==> config.mk <==
export PLATFORM = sky130hd
export DESIGN_NAME = coin_feed_ctrl
export DESIGN_NICKNAME = d
export VERILOG_FILES = /design/src/rtl/coin_pkg.sv /design/src/rtl/coin_fifo.sv /design/src/rtl/coin_feed_ctrl.sv
export SDC_FILE = /design/constraint.sdc
export NUM_CORES = 1
export LEC_CHECK = 0
export ABC_AREA = 1
export CAP_MARGIN = 20
export CELL_PAD_IN_SITES_DETAIL_PLACEMENT = 1
export CELL_PAD_IN_SITES_GLOBAL_PLACEMENT = 1
export CORE_MARGIN = 2
export CORE_UTILIZATION = 43
export DETAILED_ROUTE_END_ITERATION = 12
export GPL_TIMING_DRIVEN = 0
export PLACE_DENSITY = 0.76
export REMOVE_ABC_BUFFERS = 1
export SYNTH_ARGS = -nofsm -noshare
export SYNTH_HDL_FRONTEND = slang
export SYNTH_SLANG_ARGS = --single-unit
==> constraint.sdc <==
create_clock -name clk -period 1.8 [get_ports clk]
set_input_delay 0.18 -clock clk [delete_from_list [all_inputs] [get_ports clk]]
set_output_delay 0.18 -clock clk [all_outputs]
set_load 0.005 [all_outputs]
==> src/rtl/coin_pkg.sv <==
// Shared types for the coin slot front-end.
package coin_pkg;

    typedef enum logic [2:0] {
        COIN_NONE = 3'd0,
        COIN_5C   = 3'd1,
        COIN_10C  = 3'd2,
        COIN_25C  = 3'd3,
        COIN_1D   = 3'd4,
        COIN_2D   = 3'd5
    } coin_t;

    typedef enum logic [1:0] {
        DISP_IDLE,
        DISP_ISSUE,
        DISP_BUSY
    } disp_state_t;

    localparam int TIMEOUT_CYCLES_DEF = 6000;

endpackage

==> src/rtl/coin_fifo.sv <==
// Small coin buffer between the slot detector and the dispatcher.
module coin_fifo #(
    parameter int DEPTH = 4
) (
    input  logic                     clk,
    input  logic                     rst_n,
    input  logic                     push,
    input  logic                     pop,
    input  logic                     flush,
    input  logic [2:0]               din,
    output logic [2:0]               head,
    output logic                     full,
    output logic                     empty,
    output logic [$clog2(DEPTH):0]   count
);

    localparam int AW = $clog2(DEPTH);
    localparam logic [AW:0] FULL_CNT = (AW+1)'(DEPTH);

    logic [2:0]    mem [DEPTH];
    logic [AW-1:0] wr_ptr;
    logic [AW-1:0] rd_ptr;
    logic [AW:0]   count_nxt;
    logic          do_push;
    logic          do_pop;

    assign empty = (count == '0);
    assign head  = empty ? 3'd0 : mem[rd_ptr];

    // A pop frees the slot, so a full buffer still takes a same-cycle push.
    always_comb begin
        do_pop    = pop && !empty && !flush;
        do_push   = push && !flush && (!full || do_pop);
        count_nxt = count;
        if (flush)
            count_nxt = '0;
        else if (do_push && !do_pop)
            count_nxt = count + 1'b1;
        else if (do_pop && !do_push)
            count_nxt = count - 1'b1;
    end

    always_ff @(posedge clk or negedge rst_n) begin
        if (!rst_n) begin
            wr_ptr <= '0;
            rd_ptr <= '0;
            count  <= '0;
            full   <= 1'b0;
        end else begin
            count <= count_nxt;
            full  <= (count_nxt == FULL_CNT);
            if (flush) begin
                wr_ptr <= '0;
                rd_ptr <= '0;
            end else begin
                if (do_push)
                    wr_ptr <= wr_ptr + 1'b1;
                if (do_pop)
                    rd_ptr <= rd_ptr + 1'b1;
            end
        end
    end

    always_ff @(posedge clk) begin
        if (do_push)
            mem[wr_ptr] <= din;
    end

endmodule

==> src/rtl/coin_feed_ctrl.sv <==
// Slot front-end: buffers coins, feeds the casher, runs its timer and return request.
module coin_feed_ctrl
    import coin_pkg::*;
#(
    parameter int FIFO_DEPTH     = 4,
    parameter int TIMEOUT_CYCLES = TIMEOUT_CYCLES_DEF
) (
    input  logic       clk,
    input  logic       rst_n,
    input  logic       slot_valid,
    input  logic [2:0] slot_type,
    input  logic       return_btn,
    input  logic       wait_ready,
    input  logic       timer_en,
    input  logic       reset_timer,
    input  logic       spit_coin,
    output logic       coin_insert,
    output logic [2:0] inserted_coin,
    output logic       return_coin,
    output logic       timer_finish,
    output logic       slot_full,
    output logic       drop_coin,
    output logic       chute_flush,
    output logic       timer_active
);

    localparam int TW = $clog2(TIMEOUT_CYCLES + 1);

    disp_state_t               state;
    disp_state_t               state_nxt;
    logic                      pop;
    logic                      empty;
    logic [$clog2(FIFO_DEPTH):0] fifo_count;
    logic [TW-1:0]             tcount;
    logic                      btn_q;

    coin_fifo #(.DEPTH(FIFO_DEPTH)) u_fifo (
        .clk   (clk),
        .rst_n (rst_n),
        .push  (slot_valid && !spit_coin),
        .pop   (pop),
        .flush (spit_coin),
        .din   (slot_type),
        .head  (inserted_coin),
        .full  (slot_full),
        .empty (empty),
        .count (fifo_count)
    );

    always_comb begin
        state_nxt   = state;
        coin_insert = 1'b0;
        pop         = 1'b0;
        unique case (state)
            DISP_IDLE: begin
                if (wait_ready && !empty && !return_coin && !timer_finish)
                    state_nxt = DISP_ISSUE;
            end
            DISP_ISSUE: begin
                coin_insert = !return_coin && !timer_finish;
                if (spit_coin) begin
                    state_nxt = DISP_BUSY;
                end else if (coin_insert && wait_ready) begin
                    pop       = 1'b1;
                    state_nxt = DISP_BUSY;
                end else begin
                    state_nxt = DISP_IDLE;
                end
            end
            DISP_BUSY: begin
                if (wait_ready)
                    state_nxt = DISP_IDLE;
            end
            default: state_nxt = DISP_IDLE;
        endcase
    end

    always_ff @(posedge clk or negedge rst_n) begin
        if (!rst_n) begin
            state       <= DISP_IDLE;
            drop_coin   <= 1'b0;
            chute_flush <= 1'b0;
        end else begin
            state       <= state_nxt;
            drop_coin   <= slot_valid && (spit_coin || (slot_full && !pop));
            chute_flush <= spit_coin && (fifo_count != '0);
        end
    end

    // Countdown; timer_finish latches until the casher clears it.
    always_ff @(posedge clk or negedge rst_n) begin
        if (!rst_n) begin
            tcount       <= '0;
            timer_active <= 1'b0;
            timer_finish <= 1'b0;
        end else if (reset_timer) begin
            tcount       <= '0;
            timer_active <= 1'b0;
            timer_finish <= 1'b0;
        end else if (timer_en) begin
            tcount       <= TW'(TIMEOUT_CYCLES);
            timer_active <= 1'b1;
        end else if (timer_active) begin
            tcount <= tcount - 1'b1;
            if (tcount == TW'(1)) begin
                timer_active <= 1'b0;
                timer_finish <= 1'b1;
            end
        end
    end

    always_ff @(posedge clk or negedge rst_n) begin
        if (!rst_n) begin
            btn_q       <= 1'b0;
            return_coin <= 1'b0;
        end else begin
            btn_q <= return_btn;
            if (spit_coin)
                return_coin <= 1'b0;
            else if (return_btn && !btn_q)
                return_coin <= 1'b1;
        end
    end

endmodule

[After elaboration in Yosys (flattened, before gate mapping)]
Memories as Yosys holds them, arrays and structs flattened.
Cells that the tools add are included.
Storage, ports and cells
  bits in registers: 29
  RAM bits: 12
  memories: 1
Memories
  u_fifo.mem: depth 4, width 3, rd ports 1, clocked after memory_dff 0, wr ports 1, line coin_fifo.sv:20  | logic [2:0] mem [DEPTH];
Cells by class
  $add $sub $neg: 5
  equal/unequal tests: 7
  muxes and demuxes: 32
  reductions and logical operators: 38
Operators with widths (number)
  $mux W13: 3
  $logic_and A1 B1 Y1: 16
  $mux W1: 16
  $mux W2: 8
  $eq A13 B1 Y1 const B: 1
  $sub A13 B1 Y13 const B: 1
  $mux W3: 4
  $reduce_bool A2 Y1: 5
  $logic_not A1 Y1: 9
  $pmux W2 S3: 1
  $reduce_bool A3 Y1: 2
  $add A2 B1 Y2 const B: 2
  $ne A2 B2 Y1 const B: 2
  $add A3 B1 Y3 const B: 1
  $eq A3 B3 Y1 const B: 1
  $logic_not A3 Y1: 1
  $reduce_and A3 Y1: 1
  $sub A3 B1 Y3 const B: 1
  $eq A2 B1 Y1 const B: 1
  $eq A2 B2 Y1 const B: 1
  $logic_not A2 Y1: 1
  $logic_or A1 B1 Y1: 2
  $ne A2 B1 Y1 const B: 1
  $reduce_and A2 Y1: 1

[Longest topological paths before layout]
Gate-level depths: netlist of run 1.
  depth after elaboration: 16
  gate-level depth with buffers: 11
  gate-level depth less buffers: 11

[Hierarchy]
Synthesis of run 1 repeated with hierarchy kept, for this count alone.
Second synthesis, totals
  cells, all modules: 266
  area, all modules: 2222.1 um2
Modules (own cells, without submodules)
  coin_feed_ctrl: times used 1, cells an instance 151, area an instance 1149.9 um2, sequential area each 525.5 um2
  coin_fifo: times used 1, cells an instance 115, area an instance 1072.3 um2, sequential area each 560.5 um2

[Least setup slack after synthesis of run 1]
No wires, ideal clock.
  path type: register to register
  from: register u_fifo.count[0]
  to: memory u_fifo.mem[0][0] (enable)
  setup time: 319 ps
  arrival: 1287 ps
  slack: 194 ps
  stages on the path, launching flop included: 8
  clock period less this slack: 1606 ps
  path through: dfrtp_1 -> inv_1 -> ha_1 -> nand2_4 -> nand3_4 -> a21oi_4 -> inv_2 -> nor2_1
Between the ends
  longest elaborated chain between the ends: 8
RTL lines
  start: declaration: line coin_fifo.sv:14  | output logic [$clog2(DEPTH):0] count
  start signal: assignment: line coin_fifo.sv:50  | count <= count_nxt;
  $logic_not A3 Y1: line coin_fifo.sv:27  | assign empty = (count == '0);
  $logic_not A1 Y1: line coin_fifo.sv:32  | do_pop = pop && !empty && !flush;
  $logic_and A1 B1 Y1 (2 in series): line coin_fifo.sv:32
  $logic_or A1 B1 Y1: line coin_fifo.sv:33  | do_push = push && !flush && (!full || do_pop);
  $logic_and A1 B1 Y1: line coin_fifo.sv:33
  $mux W1: line coin_fifo.sv:65  | if (do_push)
  $mux W1 (implied by the code): line coin_fifo.sv:66  | mem[wr_ptr] <= din;
  end: declaration: line coin_fifo.sv:20
No other way between the ends.

[Worst setup path in the final report of run 1]
  from: register u_fifo.count[0]
  to: memory u_fifo.mem[0][1] (enable)
The elaborated chain is that of the path after synthesis.

==> results of run 1 <==
-- area by class of cell --
| class | instances | area (um^2) |
|---|---|---|
| Clock buffer | 6 | 72.6 |
| Clock inverter | 2 | 38.8 |
| Fill cell | 613 | 2320 |
| Inverter | 51 | 196 |
| Multi-Input combinational cell | 162 | 961 |
| Sequential cell | 41 | 1090 |
| Tap cell | 70 | 87.6 |
| Timing Repair Buffer | 30 | 282 |
-- final timing paths --
check	start	end	slack, ns	depth (start not counted)
max in group asynchronous	rst_n	u_fifo.rd_ptr[0]	0.84	1
hold / removal	return_btn	btn_q	0.35	1
setup reg to reg	u_fifo.count[0]	u_fifo.mem[0][1]	0.12	8
min in group asynchronous	rst_n	u_fifo.count[2]	0.37	1
setup / recovery	u_fifo.count[0]	u_fifo.mem[0][1]	0.12	8
hold reg to reg	state[1]	state[0]	0.50	1
-- cell usage in the layout, fill, tap and decap left out, types with 5 or more instances in the layout --
| cell | netlist | layout |
|---|---|---|
| sky130_fd_sc_hd__inv_1 | 41 | 40 |
| sky130_fd_sc_hd__nand2_1 | 34 | 34 |
| sky130_fd_sc_hd__dfrtp_1 | 29 | 28 |
| sky130_fd_sc_hd__nor2_1 | 32 | 27 |
| sky130_fd_sc_hd__o21ai_0 | 18 | 18 |
| sky130_fd_sc_hd__clkdlybuf4s50_1 | 0 | 16 |
| sky130_fd_sc_hd__edfxtp_1 | 12 | 12 |
| sky130_fd_sc_hd__a21oi_1 | 11 | 11 |
| sky130_fd_sc_hd__nand3_1 | 11 | 11 |
| sky130_fd_sc_hd__inv_2 | 9 | 9 |
| sky130_fd_sc_hd__ha_1 | 9 | 9 |
| sky130_fd_sc_hd__buf_4 | 0 | 9 |
| sky130_fd_sc_hd__nor2_4 | 4 | 8 |
| sky130_fd_sc_hd__nand2_2 | 5 | 5 |
| sky130_fd_sc_hd__nand4_1 | 5 | 5 |
| sky130_fd_sc_hd__nor2_2 | 4 | 5 |
| sky130_fd_sc_hd__o21ai_1 | 5 | 5 |
| sky130_fd_sc_hd__nor3_1 | 5 | 5 |
| sky130_fd_sc_hd__clkbuf_8 | 0 | 5 |
-- where the power goes --
part	switching, mW	total [mW]	internal, mW	leakage, nW
clock	0.334	0.751	0.416	0.0554
sequential	0.0493	1.07	1.02	0.489
combinational	0.286	0.470	0.185	0.710
total	0.669	2.29	1.62	1.25
-- stage by stage --
step / setup TNS (ns) / hold slack [ns]
2_1_floorplan: 0 / -0.116
3_3_place_gp: -3.05 / 0.476
3_5_place_dp: -2.95 / 0.487
4_1_cts: 0 / 0.336
5_1_grt: -0.0175 / 0.352
6_report: 0 / 0.350
-- per-layer routing --
| layer | share of wire (%) | up-vias |
|---|---|---|
| met2 | 56 | 17 |
| met5 | 0 | - |
| met1 | 41 | 869 |
| met3 | 2.2 | 8 |
| met4 | 1.5 | 0 |
| li1 | - | 885 |
-- logic make-up after synthesis --
| kind of cell | count (synthesis) | synth area share, % |
|---|---|---|
| adders and majority gates | 9 | 5.09 |
| DFF | 41 | 49.1 |
| AOI/OAI and AO/OA | 41 | 10.3 |
| xor gates and xnor gates | 2 | 0.792 |
| and+or+nand+nor | 110 | 25.8 |
| buffers and inverters | 52 | 8.94 |
-- cells in the mapped netlist, drive strengths merged --
cell type	n	area share [%]
nor3	6	1.6
nand3	16	5.4
edfxtp	12	16
o21ai	24	5.6
o22ai	4	1.1
nand2	41	8.2
o31ai	1	0.34
xnor2	2	0.79
ha	9	5.1
inv	51	8.8
clkbuf	1	0.17
nor2	40	8.6
or2	1	0.28
nor4	1	0.28
dfrtp	29	33
nand4	5	1.4
a21oi	12	3.2
-- flip-flops by register name, indices dropped and copies added, names as in the netlist --
name           count
drop_coin          1
tcount            13
timer_finish       1
u_fifo.wr_ptr      2
u_fifo.full        1
chute_flush        1
u_fifo.count       3
return_coin        1
u_fifo.rd_ptr      2
timer_active       1
u_fifo.mem        12
state              2
btn_q              1
-- timing repair --
| item | in CTS | in global routing |
|---|---|---|
| pin swaps | 2 | 1 |
| setup buffers | 5 | 4 |
| resized for setup | 9 | 7 |
| endpoints found under the setup margin | 15 | 14 |
-- critical path: stages (launching register included) --
cell and delay, ns:
sky130_fd_sc_hd__dfrtp_1 0.36, sky130_fd_sc_hd__inv_1 0.08, sky130_fd_sc_hd__ha_1 0.23, sky130_fd_sc_hd__nand2_4 0.06, sky130_fd_sc_hd__buf_4 0.12, sky130_fd_sc_hd__nand3_4 0.10
sky130_fd_sc_hd__a21oi_4 0.20, sky130_fd_sc_hd__inv_4 0.10, sky130_fd_sc_hd__nor2_4 0.13
==> summary.md, run 1 <==
The flow ran to the end, and the final reports show no timing, DRC or antenna violations. The met3 layer usage reported by global route was 4.76%. Routability-driven placement finished with a final weighted congestion of 0.772.

In the finished design, the share of the clock period the worst path needs comes to 93.2%. The via count of the first global-routing pass was 1797; the die span in x was 75.7 um. Synthesis produced 255 cells. The area growth from synthesis to layout is 23.2%.

The average wire length per cell after detail routing works out to 14.1 um. The tools report the initial core utilization as 43.9%. The H-tree was split into 2 levels. From bottom edge to top edge, the die measures 75.7 um. The number of hold violations in the final report was 0.

The final count of pins violating max slew was 0. Sequential cells were found to cover 49.1% of the synthesized design area. For this run, the detailed router's first-pass iteration total came to 5. In this run, the number of DRC markers left after iteration 0 of detailed routing was 81.

Counting the buffers created by CTS gives 5. In this run the tightest slew margin relative to its limit is 41.5%. At the end of the flow, the number of nets in the layout was 311.

For this run, the number of Yosys warnings is 0. For the row count, the log shows 26. The count of cells in the finished layout, fillers not included, comes to 362. Port buffering added 20 buffers.

The endpoint kind of the worst setup timing path is a flip-flop. The logs give 20.0% for the global-route total usage across every layer and 5.12 mm for the total wire length. After routing the design area is 0.00273 mm^2. By startpoint and endpoint, the worst setup path is classified as reg2reg. The clock tree root driver cell was sky130_fd_sc_hd__clkbuf_8. The DRC violations left is 0. Setup violations remaining at the end of the flow were counted as 0.

The tools report the total number of vias as 1779. Global routing used 37.1% of the available met2 tracks. The highest fanout seen on the critical path is 5.

The initial antenna violation count was 0. Global routing used 22.6% of the available met1 tracks. At the worst endpoint, the required time is 1.81 ns. The type of the tightest min-delay check was in2reg. The first global-routing pass estimated 8.36 mm of wire. The clock skew came out at 0.00276 ns. For this design, the CTS-stage hold fixing added 0 buffers. The count of inserted antenna diode cells is 0, and the shortest clock period the worst path allows after layout is 1.68 ns. TritonCTS built the clock tree. The clock passes through at most 2 buffers.

The post-synthesis average cell area was 8.67 um^2; the area of the mapped netlist was 0.00221 mm^2. The source-to-sink clock delay at the later pin of the worst-skew pair was 0.30 ns; the clock transition time at the flip-flop clock pins of the worst setup and hold paths was 0.08 ns. Data on the critical path arrives at its endpoint at 1.69 ns.

Pin placement for this block handled 21 I/O pins. Summed over all layers, the global routing overflow is 0. The max-capacitance violation count was 0. Once placement completed, the tool counted placed cells totaling 345.

The post-route netlist has 19.5% of its cells at a drive strength greater than 1. The run gives 1.25 nW as the leakage dissipation. In the post-route analysis, the smallest setup slack over all paths is 0.123 ns.

Total power: 2.29 mW. The die covers 0.00573 mm^2. The number of flip-flops and latches in the synthesized netlist was 41; the remaining antenna violation count after routing was 0. The final core area utilization was 54.0%. Dividing total power by cell area gives a power density of 841 mW/mm^2. Static timing analysis puts the maximum clock frequency at 0.596 GHz.

The core region is 0.00504 mm^2. Detailed placement finished with a half-perimeter wire length of 3.83 mm. The total clock sinks is 41, and the routed via count divided by cell count is 4.91.

The actual slew at the worst max-slew pin came out at 0.875 ns. The global routing stage identified its most utilized layer as met2. The run gives 18 as the maximum number of pins on one net before global-route repair. The post-synthesis cell type count was 29; the setup slack after placement was -0.221 ns.

STA classifies the critical path startpoint as a flip-flop. For the placement-stage cell area, the log shows 0.00251 mm^2. For the worst-case vdd ir drop, the log shows 490 uV.
Power figures use the tool's default switching activity.
==> run 2: changes to the inputs <==
--- a/config.mk
+++ b/config.mk
@@ -6,6 +6,7 @@
 export NUM_CORES = 1
 export LEC_CHECK = 0
 export ABC_AREA = 1
+export ABC_CLOCK_PERIOD_IN_PS = 1800
 export CAP_MARGIN = 20
 export CELL_PAD_IN_SITES_DETAIL_PLACEMENT = 1
 export CELL_PAD_IN_SITES_GLOBAL_PLACEMENT = 1
==> results of run 2 <==
The final DEF is identical to that of run 1; final timing and power are the same.
==> run 3: changes to the inputs <==
--- a/config.mk
+++ b/config.mk
@@ -11,8 +11,9 @@
 export CELL_PAD_IN_SITES_DETAIL_PLACEMENT = 1
 export CELL_PAD_IN_SITES_GLOBAL_PLACEMENT = 1
 export CORE_MARGIN = 2
-export CORE_UTILIZATION = 43
+export CORE_UTILIZATION = 48
 export DETAILED_ROUTE_END_ITERATION = 12
+export DONT_BUFFER_PORTS = 1
 export GPL_TIMING_DRIVEN = 0
 export PLACE_DENSITY = 0.76
 export REMOVE_ABC_BUFFERS = 1
==> run 3 against run 2 <==
  * Register-to-register slack lost 0.02 ns
  * Final cell count shrank 9.7%
  * Total power shrank 2.2%
  * Setup slack lost 0.022 ns
  * Utilization grew 4.0 points
  * Critical path depth shrank 1
  * Die area shrank 9.9%
  * Clock power grew 2%
  * Sequential share of layout area grew 2.8 points
  * Maximum frequency shrank 1.3%
  * Critical endpoint is now u_fifo.mem[1][2]
  * Highest routed layer unchanged
==> summary.md, run 3 (synthesis gave the netlist of run 1 again) <==
Launch point of the worst path: u_fifo.count[0] (unchanged). The worst hold slack was 0.00457 ns (was 0.350 ns). The clock transition time at the flip-flop clock pins of the worst setup and hold paths was 0.08 ns (about the same).

The violation count after the first detailed-routing iteration is 42 (was 81), and the share of the clock period used by the worst path is 94.4% (was 93.2%). The tools report the iteration count of the initial detailed-routing pass as 4 (was 5). The worst-case vdd ir drop is 452 uV (was 490 uV), and the fraction of layout cells with a size suffix above 1 is 18.2% (was 19.5%).

The worst reg2reg path startpoint is u_fifo.count[0] (unchanged). The die span in x is 71.9 um (was 75.7 um), and the signed area change from the synthesized netlist to the final layout is 15.0% (was 23.2%). For the total power, the log shows 2.24 mW (was 2.29 mW). Setup slack after placement: -0.0133 ns (was -0.221 ns). The leading cell type in the layout, fill and taps excluded is sky130_fd_sc_hd__inv_1 (unchanged). The remaining max-slew budget at the tightest pin was 82.0% (was 41.5%); the post-detailed-placement half-perimeter wirelength was 3.51 mm (was 3.83 mm). The run gives 0.29 ns (was 0.30 ns) as the source-to-sink clock delay at the later pin of the worst-skew pair. Initial core utilization: 50.5% (was 43.9%).

Maximum number of pins on one net before global-route repair: 30 (was 18). The total power divided by cell area was 881 mW/mm^2 (was 841 mW/mm^2). The remaining antenna violation count after routing was 0 (unchanged); the count of inserted antenna diode cells was 0 (unchanged). The endpoint kind of the worst setup timing path is a flip-flop (unchanged). The required time of the critical path was 1.79 ns (was 1.81 ns); the DRC violations left was 0 (unchanged). The tools report the clock tree root driver cell as sky130_fd_sc_hd__clkbuf_8 (unchanged). The number of hold violations in the final report was 0 (unchanged); the clock skew was 0.00875 ns (was 0.00276 ns). The leakage dissipation was 1.16 nW (was 1.25 nW); the total wire length was 4.75 mm (was 5.12 mm). The via count of the first global-routing pass was 1726 (was 1797). The cell count of the worst reg-to-reg path was 7 (was 8). Setup violation total in the final timing report: 0 (unchanged).

The run gives 8.07 mm (was 8.36 mm) as the first-pass GRT wire length. The type of the tightest min-delay check is in2reg (unchanged). Launch point of the worst hold path: slot_valid (was return_btn). TritonCTS built the clock tree. The run gives 306 (was 345) as the cell count after placement. The run gives 0 (unchanged) as the max-capacitance violation count. The total global routing overflow was 0 (unchanged). The die span in y came out at 71.9 um (was 75.7 um).

The count of boundary I/O pins was 21 (unchanged). The run gives 24 (was 26) as the row count. Top library cells by usage in the layout, fill and taps aside: sky130_fd_sc_hd__inv_1 (41), sky130_fd_sc_hd__nand2_1 (34), sky130_fd_sc_hd__dfrtp_1 (29) (was sky130_fd_sc_hd__inv_1 (40), sky130_fd_sc_hd__nand2_1 (34), sky130_fd_sc_hd__dfrtp_1 (28)). Series of cell instances along the critical path: inv_1 -> ha_1 -> nand2_4 -> nand3_4 -> a21oi_4 -> inv_2 -> nor2_2 (was inv_1 -> ha_1 -> nand2_4 -> buf_4 -> nand3_4 -> a21oi_4 -> inv_4 -> nor2_4).

The nature of the critical path startpoint is a flip-flop (unchanged). The weighted congestion at the end of routability-driven global placement is 0.833 (was 0.772), and the setup slack after layout is 0.101 ns (was 0.123 ns). The number of cells traversed by the worst hold path is 2 (was 1), and the actual slew at the worst max-slew pin is 0.268 ns (was 0.875 ns).

Final core area utilization: 58.0% (was 54.0%). H-tree level count: 2 (unchanged). Registers with the most flip-flops: tcount (13), u_fifo.mem (12), u_fifo.count (3) (unchanged). The critical path arrival is 1.69 ns (about the same). Total number of vias: 1694 (was 1779).

The achievable clock frequency is 0.588 GHz (was 0.596 GHz). The tools report the number of standard cells in the final layout excluding fillers as 327 (was 362). The full die area came out at 0.00517 mm^2 (was 0.00573 mm^2). The initial antenna violation count is 0 (unchanged), and the total clock sinks is 41 (unchanged). The flow ran to the end, and the final reports show no timing, DRC or antenna violations. Routed via count divided by cell count: 5.18 (was 4.91). Master of the slowest instance on the critical path: sky130_fd_sc_hd__dfrtp_1 (unchanged). Setup repair after global routing left no endpoint under its margin. The largest stage delay on the critical path was 0.37 ns (was 0.36 ns). Type of the worst setup path: reg2reg (unchanged). The total CTS buffers came out at 5 (unchanged). The highest fanout seen on the critical path was 5 (unchanged); the number of port buffers was 0 (was 20). The global-route total usage across every layer was 20.6% (was 20.0%). Register with the most flip-flops: tcount (unchanged).

The flip-flop count of the largest register, all copies and words added is 13 (unchanged). The final count of pins violating max slew is 0 (unchanged). The average wire length per cell after detail routing is 14.5 um (was 14.1 um), and the largest buffer count on any clock path is 2 (unchanged). The number of nets in the final layout is 294 (was 311), and the floorplan core area is 0.00438 mm^2 (was 0.00504 mm^2).

The shortest clock period the worst path allows after layout works out to 1.70 ns (was 1.68 ns).
-- run 3: cell types whose count changed in the layout (fill, tap and decap cells not counted), moves of 2 or more --
| cell | before | now |
|---|---|---|
| sky130_fd_sc_hd__buf_4 | 9 | 4 |
| sky130_fd_sc_hd__nor2_4 | 8 | 6 |
| sky130_fd_sc_hd__dlygate4sd3_1 | 0 | 8 |
| sky130_fd_sc_hd__clkdlybuf4s50_1 | 16 | 0 |
| sky130_fd_sc_hd__dlygate4sd2_1 | 3 | 0 |
-- run 3: area by class of cell --
type	count	area, um^2
Clock inverter	2	37.5
Fill cell	503	1840
Sequential cell	41	1090
Clock buffer	6	82.6
Multi-Input combinational cell	162	948
Inverter	51	194
Timing Repair Buffer	13	130
Tap cell	52	65.1
-- run 3: what timing repair did --
item,in CTS,in global routing
buffers inserted,0,4
setup endpoints to repair,9,12
hold endpoints to repair,45,0
pin swaps,0,1
hold buffers,9,0
gates resized for setup,4,2
-- run 3: metal layers --
layer / GRT usage, % / routed length [um] / vias to the layer above
met5: 0 / 0 / -
met4: 6.29 / 61 / 0
met3: 4.50 / 134 / 7
met2: 36.6 / 2490 / 24
met1: 25.0 / 2060 / 808
li1: - / - / 855
-- run 3: worst paths after layout --
check / to / slack (ns)
min: drop_coin / 0.005
min reg2reg: state[0] / 0.50
max in group asynchronous: u_fifo.wr_ptr[1] / 1.30
min in group asynchronous: tcount[8] / 0.33
max: u_fifo.mem[1][2] / 0.10
max reg2reg: u_fifo.mem[1][2] / 0.10
-- run 3: power breakdown --
group | internal [mW] | switching [mW] | total [mW] | leakage [nW]
registers | 1.02 | 0.0529 | 1.07 | 0.490
logic | 0.141 | 0.258 | 0.399 | 0.616
clock network | 0.451 | 0.317 | 0.768 | 0.0574
total | 1.61 | 0.628 | 2.24 | 1.16
-- run 3: per-stage QoR --
stage,TNS [ns],instance area (um^2)
3_5_place_dp,-0.0833,2270
3_3_place_gp,0,2270
5_1_grt,0,2540
6_report,0,2540
2_1_floorplan,0,2210
4_1_cts,0,2500
-- run 3: worst max-delay path: cells and delay by family (launching register included) --
family | cells | cell delay, ns
buffers and inverters | 2 | 0.20
AND/OR/NAND/NOR | 3 | 0.38
flip-flops | 1 | 0.37
adder cells (fa/ha/maj) | 1 | 0.23
AO/OA/AOI/OAI | 1 | 0.20
